===== src/rtl/apb_mailbox_completer.sv =====
// APB completer exposing a TX FIFO (APB writes -> local consumer) and an RX FIFO
// (local producer -> APB reads), with STATUS/CTRL registers and a level interrupt.
module apb_mailbox_completer #(
  parameter int AWIDTH     = 4,
  parameter int DEPTH_LOG2 = 3
) (
  input  logic              clk,
  input  logic              reset_n,
  input  logic [AWIDTH-1:0] apb_PADDR,
  input  logic              apb_PSEL,
  input  logic              apb_PENABLE,
  output logic              apb_PREADY,
  input  logic              apb_PWRITE,
  input  logic [31:0]       apb_PWDATA,
  output logic [31:0]       apb_PRDATA,
  output logic              apb_PSLVERROR,
  output logic [31:0]       tx_data,
  output logic              tx_valid,
  input  logic              tx_ready,
  input  logic [31:0]       rx_data,
  input  logic              rx_valid,
  output logic              rx_ready,
  output logic              irq
);

  localparam int DEPTH = 1 << DEPTH_LOG2;
  localparam int CW    = DEPTH_LOG2 + 1;

  localparam logic [1:0] REG_DATA   = 2'd0;
  localparam logic [1:0] REG_STATUS = 2'd1;
  localparam logic [1:0] REG_CTRL   = 2'd2;

  logic                  access, wr_access, rd_access;
  logic [1:0]            reg_sel;
  logic                  unused_addr;

  logic [31:0]           tx_mem [DEPTH];
  logic [DEPTH_LOG2-1:0] tx_wptr, tx_rptr;
  logic [CW-1:0]         tx_count;
  logic                  tx_full, tx_empty, tx_push, tx_pop, tx_flush;

  logic [31:0]           rx_mem [DEPTH];
  logic [DEPTH_LOG2-1:0] rx_wptr, rx_rptr;
  logic [CW-1:0]         rx_count;
  logic                  rx_full, rx_empty, rx_push, rx_pop, rx_flush;

  logic                  irq_en;
  logic [7:0]            tx_cnt8, rx_cnt8;
  logic [31:0]           rdata_nxt;
  logic                  err_nxt;

  // The edge that raises PREADY is the single commit point of every transfer.
  assign access      = apb_PSEL & apb_PENABLE & ~apb_PREADY;
  assign wr_access   = access & apb_PWRITE;
  assign rd_access   = access & ~apb_PWRITE;
  assign reg_sel     = apb_PADDR[3:2];
  assign unused_addr = ^apb_PADDR;

  assign tx_full  = (tx_count == CW'(DEPTH));
  assign tx_empty = (tx_count == '0);
  assign rx_full  = (rx_count == CW'(DEPTH));
  assign rx_empty = (rx_count == '0);

  assign tx_push  = wr_access & (reg_sel == REG_DATA) & ~tx_full;
  assign tx_pop   = tx_valid & tx_ready;
  assign tx_flush = wr_access & (reg_sel == REG_CTRL) & apb_PWDATA[0];
  assign rx_push  = rx_valid & rx_ready;
  assign rx_pop   = rd_access & (reg_sel == REG_DATA) & ~rx_empty;
  assign rx_flush = wr_access & (reg_sel == REG_CTRL) & apb_PWDATA[1];

  assign tx_valid = ~tx_empty;
  assign tx_data  = tx_mem[tx_rptr];
  assign rx_ready = ~rx_full;

  assign tx_cnt8 = 8'(tx_count);
  assign rx_cnt8 = 8'(rx_count);

  // Storage carries no reset; only pointers and counts define occupancy.
  always_ff @(posedge clk) begin
    if (tx_push) tx_mem[tx_wptr] <= apb_PWDATA;
    if (rx_push) rx_mem[rx_wptr] <= rx_data;
  end

  always_ff @(posedge clk or negedge reset_n) begin
    if (!reset_n) begin
      tx_wptr  <= '0;
      tx_rptr  <= '0;
      tx_count <= '0;
    end else if (tx_flush) begin
      tx_wptr  <= '0;
      tx_rptr  <= '0;
      tx_count <= '0;
    end else begin
      if (tx_push) tx_wptr <= tx_wptr + 1'b1;
      if (tx_pop)  tx_rptr <= tx_rptr + 1'b1;
      tx_count <= tx_count + CW'(tx_push) - CW'(tx_pop);
    end
  end

  always_ff @(posedge clk or negedge reset_n) begin
    if (!reset_n) begin
      rx_wptr  <= '0;
      rx_rptr  <= '0;
      rx_count <= '0;
    end else if (rx_flush) begin
      rx_wptr  <= '0;
      rx_rptr  <= '0;
      rx_count <= '0;
    end else begin
      if (rx_push) rx_wptr <= rx_wptr + 1'b1;
      if (rx_pop)  rx_rptr <= rx_rptr + 1'b1;
      rx_count <= rx_count + CW'(rx_push) - CW'(rx_pop);
    end
  end

  always_comb begin
    rdata_nxt = '0;
    err_nxt   = 1'b0;
    unique case (reg_sel)
      REG_DATA: begin
        if (apb_PWRITE)    err_nxt = tx_full;
        else if (rx_empty) err_nxt = 1'b1;
        else               rdata_nxt = rx_mem[rx_rptr];
      end
      REG_STATUS: begin
        if (apb_PWRITE) err_nxt = 1'b1;
        else rdata_nxt = {8'h00, rx_cnt8, tx_cnt8, 4'h0,
                          rx_empty, rx_full, tx_empty, tx_full};
      end
      REG_CTRL: begin
        if (!apb_PWRITE) rdata_nxt = {29'b0, irq_en, 2'b00};
      end
      default: err_nxt = 1'b1;
    endcase
  end

  always_ff @(posedge clk or negedge reset_n) begin
    if (!reset_n) begin
      apb_PREADY    <= 1'b0;
      apb_PRDATA    <= '0;
      apb_PSLVERROR <= 1'b0;
      irq_en        <= 1'b0;
      irq           <= 1'b0;
    end else begin
      apb_PREADY <= access;
      if (access) begin
        apb_PRDATA    <= rdata_nxt;
        apb_PSLVERROR <= err_nxt;
      end
      if (wr_access && reg_sel == REG_CTRL) irq_en <= apb_PWDATA[2];
      irq <= irq_en & ~rx_empty;
    end
  end

endmodule


===== config.mk =====
export PLATFORM = sky130hd
export DESIGN_NAME = apb_mailbox_completer
export DESIGN_NICKNAME = d
export VERILOG_FILES = /design/src/rtl/apb_mailbox_completer.sv
export SDC_FILE = /design/constraint.sdc
export NUM_CORES = 1
export LEC_CHECK = 0
export ABC_AREA = 1
export BUFFER_PORTS_ARGS = -buffer_cell sky130_fd_sc_hd__buf_2
export CORE_AREA = 10 10 287 289
export CTS_BUF_LIST = sky130_fd_sc_hd__clkbuf_16
export DETAILED_ROUTE_END_ITERATION = 6
export DIE_AREA = 0 0 297 299
export PLACE_DENSITY_LB_ADDON = 0.25
export SLEW_MARGIN = 30
export SYNTH_ARGS = -nofsm -noshare
export SYNTH_HDL_FRONTEND = slang
export SYNTH_SLANG_ARGS = --single-unit

===== constraint.sdc =====
create_clock -name clk -period 4 [get_ports clk]
set_input_delay 0.2 -clock clk [delete_from_list [all_inputs] [get_ports clk]]
set_output_delay 0.2 -clock clk [all_outputs]
set_load 0.005 [all_outputs]

=== Yosys cells after proc, flatten, opt, wreduce, memory -nomap -nowiden ===
Memory sizes are Yosys's and may differ from the RTL's.
Index checks and enable logic that the tools add are counted.

* Bits in registers: 56
* Output and inout port bits: 69
* Memories kept: 2
* Bits in writable memories: 512
* Word-level logic and storage cells: 76

* Add/subtract/negate cells: 8
* Equal/unequal tests: 4
* Multiplexer cells: 23
* Reduce and logical (&&, ||, !) cells: 8
* Bitwise operators: 20

{| class="wikitable"
|+ Memory list
! memory !! depth !! width !! read ports !! clocked after memory_dff !! wr ports !! RTL line !! text
|-
| rx_mem || 8 || 32 || 1 || 0 || 1 || 42 || <nowiki>logic [31:0] rx_mem [DEPTH];</nowiki>
|-
| tx_mem || 8 || 32 || 1 || 0 || 1 || 37 || <nowiki>logic [31:0] tx_mem [DEPTH];</nowiki>
|}

{| class="wikitable"
|+ Operators with widths
! operator !! count
|-
| 32-bit one-hot mux with 3 select lines || 1
|-
| 32-bit two-way mux || 2
|-
| 3-bit two-way mux || 9
|-
| 20-bit two-way mux || 1
|-
| 1-bit bitwise AND || 14
|-
| 3-bit by 1-bit adder with 3-bit output (second input constant) || 4
|-
| 4-bit by 1-bit adder with 4-bit output || 2
|-
| 4-bit equality test (second input constant) || 2
|-
| 4-bit zero test || 2
|-
| 4-bit two-way mux || 2
|-
| 2-bit nonzero test || 4
|-
| 4-bit by 1-bit subtractor with 4-bit output || 2
|-
| 1-bit two-way mux || 7
|-
| 1-bit inverter || 6
|-
| 1-bit one-hot mux with 3 select lines || 1
|-
| 2-bit by 1-bit equality test with 1-bit output (second input constant) || 1
|-
| 2-bit equality test (second input constant) || 1
|-
| 2-bit zero test || 1
|-
| 1-bit logical AND || 1
|}

=== Longest topological paths before layout ===
* Depth in word-level cells: 8
* Depth in mapped cells: 13

=== Worst setup path before layout ===
No wires, ideal clock.

* Path kind: register to register
* Start: register tx_count[2]
* End: memory tx_mem[0][0], enable pin
* Setup slack: 1083 ps
* Cell stages (with the launch flop): 8
* Arrival: 2496 ps
* Required time: 3579 ps
* Buffers on the path: 0
* Setup time: 421 ps
* Cells stage by stage: dfrtp_1 inv_1 ha_1 nand3_1 nand2_1 nor3_4 nand2_2 nor2_1

* Longest elaborated chain between the ends: 5

{| class="wikitable"
|+ Ends and longest elaborated chain
! item !! RTL line !! text
|-
| start, declared || 39 || <nowiki>logic [CW-1:0] tx_count;</nowiki>
|-
| start signal, assigned || 96 || <nowiki>tx_count <= tx_count + CW'(tx_push) - CW'(tx_pop);</nowiki>
|-
| 4-bit equality test || 59 || <nowiki>assign tx_full = (tx_count == CW'(DEPTH));</nowiki>
|-
| 1-bit inverter || 64 || <nowiki>assign tx_push = wr_access & (reg_sel == REG_DATA) & ~tx_full;</nowiki>
|-
| 1-bit bitwise AND || 64 ||
|-
| 1-bit two-way mux || 80 || <nowiki>if (tx_push) tx_mem[tx_wptr] <= apb_PWDATA;</nowiki>
|-
| 1-bit two-way mux (implied by the code) || 80 ||
|-
| end, declared || 37 ||
|}

Every way passes these cells.

=== Final worst setup path ===
* Start: register tx_rptr[0]
* End: output tx_data[26]

* Longest elaborated chain between the ends: 1

{| class="wikitable"
|+ Ends and longest elaborated chain
! item !! RTL line !! text
|-
| start, declared || 38 || <nowiki>logic [DEPTH_LOG2-1:0] tx_wptr, tx_rptr;</nowiki>
|-
| start signal, assigned || 95 || <nowiki>if (tx_pop) tx_rptr <= tx_rptr + 1'b1;</nowiki>
|-
| memory read 8 x 32 bit || -- ||
|-
| end, declared || 17 || <nowiki>output logic [31:0] tx_data,</nowiki>
|}

Every way passes these cells.

==> impl_metrics.yaml <==
outcome:
  outcome: "finished clean"
worst_setup_path:
  timing.rr.end: "tx_count[2]$_DFF_PN0_"
  worstReg2RegStart: "apb_PREADY$_DFF_PN0_"
  r2r_setup_slack_ns: 1.24
  crit_required_ns: 3.80
  cp.arrival_ns: 3.02
  startpoint_type: "register"
  rr_worst_depth: 11
  cp_max_fo: 68
  endpoint_kind: "output pin"
  crit_type: "reg -> out"
cts:
  clkLatencyLatePin_ns: 0.60
  clock-sinks: 568
  cts_setup_buffers: 0
  path_clk_slew_ns: 0.06
  clk_path_buf_depth: 3
  postCtsHoldBufs: 72
  cts_made_buffers: 66
  cts_tree: "done"
  ctsResizeCount: 0
  cts-root-buf: "clkbuf_16"
  h-tree-depth: 3
sta:
  finalHoldViolCount: 0
  fmax_mhz: 311
  fin_crit_sh_pct: 80.4
  fin_worst_skew_ns: 0.0241
  setup_viol: 0
  tightest_slew_ns: 0.851
  drv_slew: 0
  fin_ws_ns: 0.785
  period_needed_ns: 3.22
  relSlewSlack_pct: 43.3
  setup-tns-final_ns: 0
  rsz0062_at_grt: "false"
min_path:
  hp-class: "in -> reg"
  hold_end: "rx_wptr[1]$_DFFE_PN0P_"
  min_from: "rx_valid"
  hold_depth: 3
place:
  dp_slack_ns: 1.21
  port_buffers: 141
  dp_cells: 2978
  dp_hpwl_um: 31900
  routabilityCongestion: 0.743
detailed_routing:
  wl_um: 58200
  drc: 0
  drt-initial-drc-count: 854
  first_pass_iters: 5
  antenna_left: 0
  avgRoutedWirePerCell_um: 18.3
  vias: 14500
  avgViaCountPerCell: 4.58
global_route:
  track_usage_pct: 12.8
  grt_first_pass_wirelength_um: 88700
  antenna_found_initial: 4
  grt.overflow.total: 0
  grt_pass1_vias: 14600
  grt_max_degree: 91
cells_and_area:
  syn_to_final_growth_pct: 21.4
  num-fill-cells: 7431
  drive_gt1_share_pct: 14.5
  nets: 2171
  final_util_pct: 36.1
  fin_cells: 3174
synthesis:
  syn_nets: 1957
  yosys_warnings: 0
  synthArstFlopShare_pct: 9.86
  avgSynthCellArea_um2: 12.2
  synthDistinctLibCells: 30
  synthesis.instances: 1864
  synthTopCellsByArea: "edfxtp_1 (67%), dfrtp_1 (6.1%), nor2_1 (5.3%), nand2_1 (4.9%), o21ai_0 (3.7%)"
  synth_edf_count: 512
  yosysTopAreaCell: "edfxtp_1"
  syn_area_um2: 22800
  synth_top_area_share_pct: 67.5
  synthFlopType: "edfxtp_1"
  yosysSeqAreaShare_pct: 73.6
  synth_seq_cells: 568
power_and_ir_drop:
  p_leak_nw: 10.2
  vdd_drop_max_v: 0.000368
  powerDensity_nw_per_um2: 668
  power_w: 0.0185
floorplan:
  die_area_um2: 88800
  core_um2: 76700
  die_x_um: 297
  ioPinCount: 144
  die-height_um: 299
  rows: 102
  start_util_pct: 29.7
run:
  maxCapViolations: 0
final cells by class:
| class | instances | area (um2) | share of cell area, % |
|---|---|---|---|
| Tap cell | 1040 | 1300 | 4.70 |
| Timing Repair Buffer | 249 | 1720 | 6.22 |
| Inverter | 92 | 357 | 1.29 |
| Clock buffer | 67 | 1680 | 6.06 |
| Sequential cell | 568 | 16800 | 60.7 |
| Multi-Input combinational cell | 1101 | 5260 | 19.0 |
| Antenna cell | 3 | 7.51 | 0.0271 |
| Clock inverter | 54 | 557 | 2.01 |
worst max-delay path: stages, from the launching register on:
cell     delay [ns]
dfrtp_4        0.69
buf_4          0.66
o21ai_0        0.20
o21ai_1        0.16
a21oi_1        0.06
a31oi_1        0.36
buf_2          0.20
worst max-delay path by stage:
| stage | start | to | cells past startpoint |
|---|---|---|---|
| 2_1_floorplan | tx_count[2]$_DFF_PN0_ | tx_mem[0][0]$_DFFE_PP_ | 7 |
| 3_3_place_gp | apb_PREADY$_DFF_PN0_ | tx_count[2]$_DFF_PN0_ | 11 |
| 3_5_place_dp | apb_PREADY$_DFF_PN0_ | tx_count[2]$_DFF_PN0_ | 11 |
| 4_1_cts | tx_rptr[0]$_DFFE_PN0P_ | tx_data[26] | 6 |
| 5_1_grt | tx_rptr[0]$_DFFE_PN0P_ | tx_data[26] | 6 |
| 6_report | tx_rptr[0]$_DFFE_PN0P_ | tx_data[26] | 6 |
where the power goes:
| group | switching, W | internal (W) |
|---|---|---|
| combinational | 0.00342 | 0.00160 |
| clock | 0.00244 | 0.00361 |
| sequential | 0.000343 | 0.00707 |
per-layer routing:
layer / GRT usage [%] / up-vias / routed length (um)
met2: 22.6 / 262 / 29400
met4: 3.48 / 2 / 1090
met3: 2.41 / 75 / 2440
met1: 15.8 / 7178 / 25200
li1: - / 7009 / -
met5: 0 / - / 7
metrics by stage:
| stage | cell area [um2] | hold slack, ns |
|---|---|---|
| detailed placement | 24700 | 0.106 |
| finish | 27700 | 0.0274 |
| floorplan | 22800 | -0.0956 |
| global placement | 24700 | 0.0994 |
| CTS | 27700 | 0.00319 |
| global route | 27700 | 0.0309 |
registers in the layout, indices dropped and copies added, names as in the netlist:
register,flops
irq,1
rx_rptr,3
tx_rptr,3
tx_wptr,3
apb_PSLVERROR,1
rx_wptr,3
tx_count,4
irq_en,1
rx_count,4
tx_mem,256
rx_mem,256
apb_PREADY,1
apb_PRDATA,32
cells in the mapped netlist (all sizes together) (16+ instances only):
cell type / n
nand3: 84
a21oi: 55
clkbuf: 46
nor2: 322
o211ai: 52
dfrtp: 56
buf: 57
ha: 16
o21ai: 224
a31oi: 32
edfxtp: 512
inv: 91
nand2: 299
cell usage in the layout, fill, tap and decap left out, drive strengths merged, types with 52 or more instances in the layout:
| master | instances |
|---|---|
| nand2 | 299 |
| buf | 177 |
| nor2 | 322 |
| clkbuf | 67 |
| inv | 104 |
| edfxtp | 512 |
| a21oi | 55 |
| o211ai | 52 |
| dfrtp | 56 |
| nand3 | 84 |
| o21ai | 224 |
| dlygate4sd3 | 72 |
cell families after synthesis:
logic type	count (synthesis)	synth area share [%]
AOI/OAI and AO/OA	364	8.75
adders and majority gates	18	1.05
xor gates and xnor gates	2	0.0769
buffers and inverters	195	3.78
and+or+nand+nor	717	12.7
DFF	568	73.6
Power figures use the tool's default switching activity.
